## config.mk

```make
export PLATFORM = sky130hd
export DESIGN_NAME = register_file_sb_flat
export DESIGN_NICKNAME = d
export VERILOG_FILES = /design/src/rtl/register_file_sb_if.sv /design/src/rtl/register_file_sb.sv /design/src/flat_wrapper.sv
export SDC_FILE = /design/constraint.sdc
export NUM_CORES = 2
export LEC_CHECK = 0
export ABC_CLOCK_PERIOD_IN_PS = 19000
export BUFFER_PORTS_ARGS = -buffer_cell sky130_fd_sc_hd__buf_2
export CAP_MARGIN = 20
export CELL_PAD_IN_SITES_DETAIL_PLACEMENT = 1
export CELL_PAD_IN_SITES_GLOBAL_PLACEMENT = 2
export CORE_MARGIN = 3
export CORE_UTILIZATION = 30
export DETAILED_ROUTE_END_ITERATION = 7
export PLACE_DENSITY_LB_ADDON = 0.1
export SYNTH_ARGS = -nofsm -noshare
export SYNTH_HDL_FRONTEND = slang
export SYNTH_SLANG_ARGS = --single-unit
```

## constraint.sdc

```tcl
create_clock -name clk -period 19 [get_ports clk]
set_input_delay 1.9 -clock clk [delete_from_list [all_inputs] [get_ports clk]]
set_output_delay 1.9 -clock clk [all_outputs]
set_load 0.02 [all_outputs]
```

## src/rtl/register_file_sb_if.sv

```systemverilog
// ----------------------------------------------------------------------------
// register_file_sb_if
// Bus bundle between decode/writeback logic and the scoreboarded register
// file.
//
// Signals (direction seen from the master, i.e. the pipeline):
//   a1, a2   out  AW       read port addresses
//   rd1, rd2 in   WIDTH    read port data
//   b1, b2   in   1        busy flag of the register at a1 / a2
//   a3       out  AW       write address
//   we3      out  1        write enable
//   wd3      out  WIDTH    write data
//   ra       out  AW       reserve address (destination of issuing instr)
//   re       out  1        reserve enable
//   busycnt  in   AW+1     number of registers currently marked busy
// ----------------------------------------------------------------------------
interface register_file_sb_if #(
    parameter int WIDTH = 32,
    parameter int DEPTH = 32
);
    localparam int AW = $clog2(DEPTH);

    logic [AW-1:0]    a1;
    logic [AW-1:0]    a2;
    logic [WIDTH-1:0] rd1;
    logic [WIDTH-1:0] rd2;
    logic             b1;
    logic             b2;
    logic [AW-1:0]    a3;
    logic             we3;
    logic [WIDTH-1:0] wd3;
    logic [AW-1:0]    ra;
    logic             re;
    logic [AW:0]      busycnt;

    modport master (
        output a1, a2, a3, we3, wd3, ra, re,
        input  rd1, rd2, b1, b2, busycnt
    );

    modport slave (
        input  a1, a2, a3, we3, wd3, ra, re,
        output rd1, rd2, b1, b2, busycnt
    );
endinterface

```

## src/rtl/register_file_sb.sv

```systemverilog
// ----------------------------------------------------------------------------
// register_file_sb
// Two-read / one-write register file with a per-register busy scoreboard.
// Reads are combinational with optional same-cycle write-through bypass;
// register 0 can be hardwired to zero. Busy bits are set when an instruction
// reserves its destination and cleared when that register is written back,
// so decode can stall on operands that are still in flight.
//
// Ports:
//   clk   in   clock, all state updates on the rising edge
//   rst   in   synchronous active-high reset (clears data, busy, count)
//   bus   slave modport of register_file_sb_if (read, write, reserve ports
//         and the registered busy count)
// ----------------------------------------------------------------------------
module register_file_sb #(
    parameter int WIDTH    = 32,
    parameter int DEPTH    = 32,
    parameter bit ZERO_REG = 1'b1,
    parameter bit BYPASS   = 1'b1
) (
    input  logic                clk,
    input  logic                rst,
    register_file_sb_if.slave   bus
);
    localparam int AW = $clog2(DEPTH);

    logic [WIDTH-1:0] regs_q [DEPTH];
    logic [WIDTH-1:0] regs_d [DEPTH];
    logic [DEPTH-1:0] busy_q;
    logic [DEPTH-1:0] busy_d;
    logic [AW:0]      busycnt_q;
    logic [AW:0]      busycnt_d;

    // Register 0 is inert only when the zero-register option is enabled.
    function automatic logic is_zero_reg(input logic [AW-1:0] addr);
        return ZERO_REG && (addr == '0);
    endfunction

    // Next-state: the write clears busy first so a same-cycle reservation of
    // the same register wins (the reserving instruction is the new producer).
    // The count is taken from the next busy vector so it lands on the same
    // edge as the busy bits themselves.
    always_comb begin
        regs_d    = regs_q;
        busy_d    = busy_q;
        busycnt_d = '0;
        if (bus.we3 && !is_zero_reg(bus.a3)) begin
            regs_d[bus.a3] = bus.wd3;
            busy_d[bus.a3] = 1'b0;
        end
        if (bus.re && !is_zero_reg(bus.ra)) begin
            busy_d[bus.ra] = 1'b1;
        end
        for (int i = 0; i < DEPTH; i++) begin
            busycnt_d = busycnt_d + {{AW{1'b0}}, busy_d[i]};
        end
    end

    // State registers; reset overrides any write or reserve in that cycle.
    always_ff @(posedge clk) begin
        if (rst) begin
            for (int i = 0; i < DEPTH; i++) begin
                regs_q[i] <= '0;
            end
            busy_q    <= '0;
            busycnt_q <= '0;
        end else begin
            regs_q    <= regs_d;
            busy_q    <= busy_d;
            busycnt_q <= busycnt_d;
        end
    end

    // Read ports. Stored state is shown even while rst is high; only a
    // same-cycle write is forwarded, never a same-cycle reservation.
    always_comb begin
        bus.rd1 = regs_q[bus.a1];
        bus.b1  = busy_q[bus.a1];
        if (is_zero_reg(bus.a1)) begin
            bus.rd1 = '0;
            bus.b1  = 1'b0;
        end else if (BYPASS && bus.we3 && (bus.a3 == bus.a1)) begin
            bus.rd1 = bus.wd3;
            bus.b1  = 1'b0;
        end

        bus.rd2 = regs_q[bus.a2];
        bus.b2  = busy_q[bus.a2];
        if (is_zero_reg(bus.a2)) begin
            bus.rd2 = '0;
            bus.b2  = 1'b0;
        end else if (BYPASS && bus.we3 && (bus.a3 == bus.a2)) begin
            bus.rd2 = bus.wd3;
            bus.b2  = 1'b0;
        end

        bus.busycnt = busycnt_q;
    end
endmodule
```

## src/flat_wrapper.sv

```systemverilog
// flat-port wrapper written by rule: the top's interface ports become plain ports
module register_file_sb_flat 
#(
    parameter int WIDTH    = 32,
    parameter int DEPTH    = 32,
    parameter bit ZERO_REG = 1'b1,
    parameter bit BYPASS   = 1'b1
)
  (clk, rst, bus_a1, bus_a2, bus_a3, bus_we3, bus_wd3, bus_ra, bus_re, bus_rd1, bus_rd2, bus_b1, bus_b2, bus_busycnt);
  register_file_sb_if #(.WIDTH(WIDTH), .DEPTH(DEPTH)) bus_i ();
  input  logic clk;
  input  logic rst;
  input wire logic [$bits(bus_i.a1)-1:0] bus_a1;
  input wire logic [$bits(bus_i.a2)-1:0] bus_a2;
  input wire logic [$bits(bus_i.a3)-1:0] bus_a3;
  input wire logic [$bits(bus_i.we3)-1:0] bus_we3;
  input wire logic [$bits(bus_i.wd3)-1:0] bus_wd3;
  input wire logic [$bits(bus_i.ra)-1:0] bus_ra;
  input wire logic [$bits(bus_i.re)-1:0] bus_re;
  output wire logic [$bits(bus_i.rd1)-1:0] bus_rd1;
  output wire logic [$bits(bus_i.rd2)-1:0] bus_rd2;
  output wire logic [$bits(bus_i.b1)-1:0] bus_b1;
  output wire logic [$bits(bus_i.b2)-1:0] bus_b2;
  output wire logic [$bits(bus_i.busycnt)-1:0] bus_busycnt;
  assign bus_i.a1 = bus_a1;
  assign bus_i.a2 = bus_a2;
  assign bus_i.a3 = bus_a3;
  assign bus_i.we3 = bus_we3;
  assign bus_i.wd3 = bus_wd3;
  assign bus_i.ra = bus_ra;
  assign bus_i.re = bus_re;
  assign bus_rd1 = bus_i.rd1;
  assign bus_rd2 = bus_i.rd2;
  assign bus_b1 = bus_i.b1;
  assign bus_b2 = bus_i.b2;
  assign bus_busycnt = bus_i.busycnt;
  register_file_sb #(.WIDTH(WIDTH), .DEPTH(DEPTH), .ZERO_REG(ZERO_REG), .BYPASS(BYPASS)) u_core (.clk(clk), .rst(rst), .bus(bus_i));
endmodule
```

== After elaboration in Yosys (flattened, before gate mapping) ==
Cells that the tools add are included.
W data, S select, Z words.
Cells by class
  order comparisons: 10
  bitwise gates (word level): 6
  reduce and logical (&&, ||, !) cells: 13
  add/sub/neg operators: 31
  eq/ne operators: 2
  muxes and demuxes: 27
Operators with widths (count)
  $bwmux W1024: 1
  $mux W32: 11
  $bmux W32 S5: 2
  $add A6 B1 Y6: 30
  $demux W32 S5: 1
  $and A32 B32 Y32: 1
  $not A32 Y32: 1
  $or A32 B32 Y32: 1
  $lt A5 B6 Y1 const B: 4
  $logic_not A5 Y1: 4
  $ge A6 B6 Y1 const B: 3
  $not A5 Y6: 3
  $bmux W1 S5: 2
  $demux W1 S5: 2
  $eq A5 B5 Y1: 2
  $ge A5 B1 Y1 const B: 2
  $mux W1: 8
  $logic_and A1 B1 Y1: 7
  $lt A6 B1 Y1 const B: 1
  $add A1 B1 Y2: 1
  $logic_not A1 Y1: 2
Storage, ports and cells
  input port bits: 56
  output and inout bits: 72
  register bits: 1062
  word-level logic and storage cells: 123

== Logic depth before layout (Yosys ltp) ==
  depth in word-level cells: 40
  mapped depth: 25
  gate-level depth less buffers: 23

== Least setup slack after synthesis ==
Ideal clock, no wire load.
  path type: input to register
  start: input port bus_a3[4]
  end: register u_core.busycnt_q[4], in the netlist u_core.bus.busycnt[4]
  slack: 11.495 ns
  path buffers: 2
  arrival time: 7.377 ns
  data required time: 18.872 ns
  library setup time: 0.128 ns
  stages: 23
  cells stage by stage: clkbuf_1 > buf_2 > nor3b_1 > nand2_1 > a22o_1 > fa_1 > inv_1 > fa_1 > fa_1 > fa_1 > inv_1 > fa_1 > inv_1 > fa_1 > inv_1 > fa_1 > inv_1 > fa_1 > inv_1 > a21o_1 > a21oi_1 > xor2_1 > nor2_1
On the way
  elaborated cells between the ends (all ways): 44
  those cells by class: add/sub: 31; order compare: 2; mux: 4; bitwise: 3; reduce/logical: 4
RTL lines
  start, declared: RTL line flat_wrapper.sv:15  | input wire logic [$bits(bus_i.a3)-1:0] bus_a3;
  $lt A5 B6 Y1 (not written as such) or $ge A5 B1 Y1 (tied branches): RTL line register_file_sb.sv:49  | busy_d[bus.a3] = 1'b0;
  $logic_and A1 B1 Y1 (not written as such): RTL line register_file_sb.sv:49
  $mux W1 (not written as such): RTL line register_file_sb.sv:49
  $demux W1 S5
  $not A32 Y32 (no line)
  $and A32 B32 Y32 (no line)
  $mux W32 (*): RTL line register_file_sb.sv:47  | if (bus.we3 && !is_zero_reg(bus.a3)) begin
  $or A32 B32 Y32 (no line)
  $mux W32 (*): RTL line register_file_sb.sv:51  | if (bus.re && !is_zero_reg(bus.ra)) begin
  named net u_core.busy_d[18]: RTL line register_file_sb.sv:30  | logic [DEPTH-1:0] busy_d;
  $add A6 B1 Y6 (*) (14 in a row): RTL line register_file_sb.sv:55  | busycnt_d = busycnt_d + {{AW{1'b0}}, busy_d[i]};
  end signal, assigned: RTL line register_file_sb.sv:70  | busycnt_q <= busycnt_d;
  end, declared: RTL line register_file_sb.sv:31  | logic [AW:0] busycnt_q;
Mark *: on every way through the listed nets, which the timed path passes. The rest lies on a longest branch.
A chain may end at the register's enable or synchronous reset.

== Worst setup path after layout ==
  start: input port bus_a1[0]
  end: output port bus_rd1[5]
On the way
  cells in the longest elaborated chain, start to end: 6
  elaborated cells between the ends (all ways): 9
  those cells by class: eq/ne: 1; mux: 5; bitwise: 1; reduce/logical: 2
RTL lines
  start, declared: RTL line flat_wrapper.sv:13  | input wire logic [$bits(bus_i.a1)-1:0] bus_a1;
  $not A5 Y6 (not written as such): RTL line register_file_sb.sv:77  | bus.rd1 = regs_q[bus.a1];
  $bmux W32 S5: RTL line register_file_sb.sv:77
  $mux W32 (not written as such) (2 in a row): RTL line register_file_sb.sv:77
  $mux W32: RTL line register_file_sb.sv:82  | end else if (BYPASS && bus.we3 && (bus.a3 == bus.a1)) begin
  $mux W32 (*): RTL line register_file_sb.sv:79  | if (is_zero_reg(bus.a1)) begin
  end, declared: RTL line flat_wrapper.sv:20  | output wire logic [$bits(bus_i.rd1)-1:0] bus_rd1;
Mark *: on every way between the ends. The rest lies on a longest branch, timed or not. The select of a mux whose other input is x is not followed.

==> flow_summary.ini <==
[clock_network]
cts_root_buffer = clkbuf_16
path_clk_slew_ns = 0.05
post_cts_buffers = 0
clock-sinks = 1062
cts_buffers = 139
cts_tree = built
cts_buffer_depth = 3
htree_levels = 4
post_cts_resized = 0
clkLatencyLatePin_ns = 0.78
hold_buffers = 0

[logic_synthesis]
ys.flop_type = dfxtp_1
syn-instance-count = 6293
synth_top_area_share_pct = 38.4
yosysUniqueCellTypes = 61
netlist_area_um2 = 55400
synth_xor_area_share_pct = 0.206
synth_top_family_by_area = multiplexers
async_flop_share_pct = 0
synth_simple_gate_area_share_pct = 16.1
synth_area_leader_cell = dfxtp_1
synth_compound_area_share_pct = 15.4
syn_nets = 6381
seq_area_frac_synth_pct = 38.4
yosys_warnings = 0
synth_edf_count = 0
yosys_register_bits = 1062
synth_adder_area_share_pct = 1.05
muxShareOfSynthArea_pct = 23.2
syn_avg_cell_area_um2 = 8.80
yosys-top-cells-area = dfxtp_1 (38%), mux4_2 (16%), nand2_1 (14%)

[floorplanning]
core_area_um2 = 183000
io_pins = 128
row_count = 157
start_util_pct = 30.2
die_h_um = 436
die_w_um = 436
die_area_um2 = 190000

[placed_design]
portBuffers = 127
dpl_worst_slack_ns = 9.73
dp_hpwl_mm = 153
dpl-instance-area_um2 = 57700
gp_congestion = 0.792

[sta]
period_share_pct = 48.3
tightest_slew_ns = 1.37
relSlewSlack_pct = 8.21
fin_worst_skew_ns = 0.0112
slew_violations = 0
rsz0062_at_grt = false
max_freq_mhz = 109
finalCriticalPeriod_ns = 9.17
final.setup.tns_ns = 0
layout_setup_ws_ns = 9.83
hold_viol = 0
setup_viol = 0

[pwr]
vdd_drop_max_v = 0.0000909
power.leakage_nw = 20.7
p_per_area_nw_per_um2 = 87.7

[critical_path]
slowest_delay_ns = 0.89
timing.critical_path.buf_inv = 6
cp-start-kind = primary input
r2r_end = u_core.bus.busycnt[4]
cp_num_cells = 10
crit_top_cell = buf_4
ff2ff_path_depth = 20
timing.rr.start = u_core.busy_q[16]
r2r_setup_slack_ns = 13.59
crit_start = bus_a1[0]
slowest_stage = buf_4
end_kind = output pin
cp_top_family = buffers and inverters
crit_path_end = bus_rd1[5]
crit_type = in2out
cp.arrival_ns = 7.27
crit_chain = buf_8 -> buf_4 -> buf_4 -> buf_4 -> buf_4 -> mux4_2 -> a22oi_1 -> a21oi_1 -> a211o_1 -> buf_2
critPathMaxFanout = 49
required_ns = 17.10

[outcome]
status = finished clean

[grt]
grt_pass1_wl_mm = 381
grt_overflow_total = 0
use_met2_pct = 46.9
grt_pass1_vias = 49200
grt_use_met1_pct = 36.0
grt_start_max_net_pins = 101
track_usage_pct = 27.6
top_usage_layer = met2
antenna_found_initial = 11
met3_usage_pct = 3.68

[route]
firstDrtPassIters = 5
routedWlPerCell_um = 31.1
ant_nets = 0
drc_errors = 0
viasPerCell = 5.67
vias = 48800
drtIter0Drc = 4024
routed_wl_mm = 268

[cells_and_area]
drive_gt1_share_pct = 16.7
layout_common_cells = nand2_1 (2,005), dfxtp_1 (1,062), a21oi_1 (1,039)
utilization_pct = 34.0
layout_commonest_cell = nand2_1
syn_to_final_growth_pct = 12.4
fin_area_um2 = 62200
nets = 6124
nFillCells = 20900

[job]
max_cap_violations = 0

[worst_hold_path]
min-delay-start = u_core.regs_q[913]
hold_path_class = reg2reg
==> cell families after synthesis <==
group,after synthesis
compound gates,1464
xor+xnor,13
fa+ha+maj,32
simple gates,2263
mux,753
flops,1062
buf+inv,706
==> power breakdown <==
part	switching [mW]	internal (mW)	total [mW]
Clock	1.10	1.59	2.69
Combinational	0.374	0.137	0.511
Sequential	0.0129	2.24	2.26
Total	1.48	3.97	5.46
==> area by class of cell <==
class | instances | area [um^2] | area share, %
multi-input cells | 4525 | 31300 | 50.4
flip-flops and latches | 1062 | 21300 | 34.2
clock buffers | 217 | 4270 | 6.86
well taps | 2464 | 3080 | 4.95
repair buffers | 272 | 1830 | 2.95
clock inverters | 30 | 297 | 0.476
inverters | 36 | 135 | 0.217
diodes | 9 | 22.5 | 0.0362
==> sequential cells by signal, indices dropped and copies added, names as in the netlist <==
signal	flops
u_core.busy_q	32
u_core.bus.busycnt	6
u_core.regs_q	1024
==> cell usage after synthesis (8+ instances only) <==
| cell type | count |
|---|---|
| nand2_1 | 2038 |
| a221oi_1 | 17 |
| dfxtp_1 | 1062 |
| nor3b_1 | 9 |
| ha_1 | 8 |
| o21bai_1 | 15 |
| a211o_1 | 16 |
| mux2i_1 | 280 |
| fa_1 | 24 |
| mux4_2 | 396 |
| clkbuf_1 | 517 |
| buf_4 | 26 |
| mux4_1 | 18 |
| mux2_2 | 58 |
| a21oi_1 | 1039 |
| xor2_1 | 9 |
| nor2b_1 | 91 |
| a32o_1 | 32 |
| a211oi_1 | 93 |
| buf_6 | 17 |
| buf_2 | 76 |
| buf_1 | 16 |
| o221ai_1 | 35 |
| o22ai_1 | 31 |
| inv_1 | 36 |
| a22o_1 | 14 |
| o21ai_0 | 60 |
| nor2_1 | 76 |
| a22oi_1 | 42 |
| a221o_1 | 51 |
==> worst reg2reg max path, stage by stage, from the launching register on <==
cell and delay (ns):
dfxtp_1 0.33, a22oi_1 0.36, fa_1 0.51, inv_1 0.11
fa_1 0.47, fa_1 0.57, inv_1 0.05, fa_1 0.48
inv_1 0.05, fa_1 0.50, inv_1 0.05, fa_1 0.47
inv_1 0.05, fa_1 0.38, inv_1 0.09, fa_1 0.21
inv_1 0.05, a21o_1 0.15, a21oi_1 0.19, xor2_1 0.16
nor2_1 0.05
==> metal layers <==
layer | part of all wire (%) | wire [um]
met5 | 0.0052 | 14
met1 | 43 | 116000
met3 | 4.9 | 13100
met4 | 3.5 | 9520
met2 | 48 | 129000
==> through the flow <==
| step | power (mW) | hold slack (ns) | instances |
|---|---|---|---|
| after floorplan | 2.61 | 0.441 | 6293 |
| after detailed placement | 2.82 | 0.459 | 8358 |
| after global placement | 2.82 | 0.449 | 8354 |
| after CTS | 5.52 | 0.467 | 8605 |
| after global routing | 5.63 | 0.485 | 8609 |
| final | 5.46 | 0.464 | 8615 |
==> how the worst min path moves through the flow <==
stage | endpoint | slack (ns) | cells after the start
floorplan | u_core.regs_q[153] | 0.44 | 2
global placement | u_core.regs_q[1] | 0.45 | 2
detailed placement | u_core.regs_q[204] | 0.46 | 2
CTS | u_core.regs_q[204] | 0.47 | 2
global route | u_core.regs_q[24] | 0.48 | 2
finish | u_core.regs_q[913] | 0.46 | 2
Note: power is estimated with default switching activity, not from simulation.
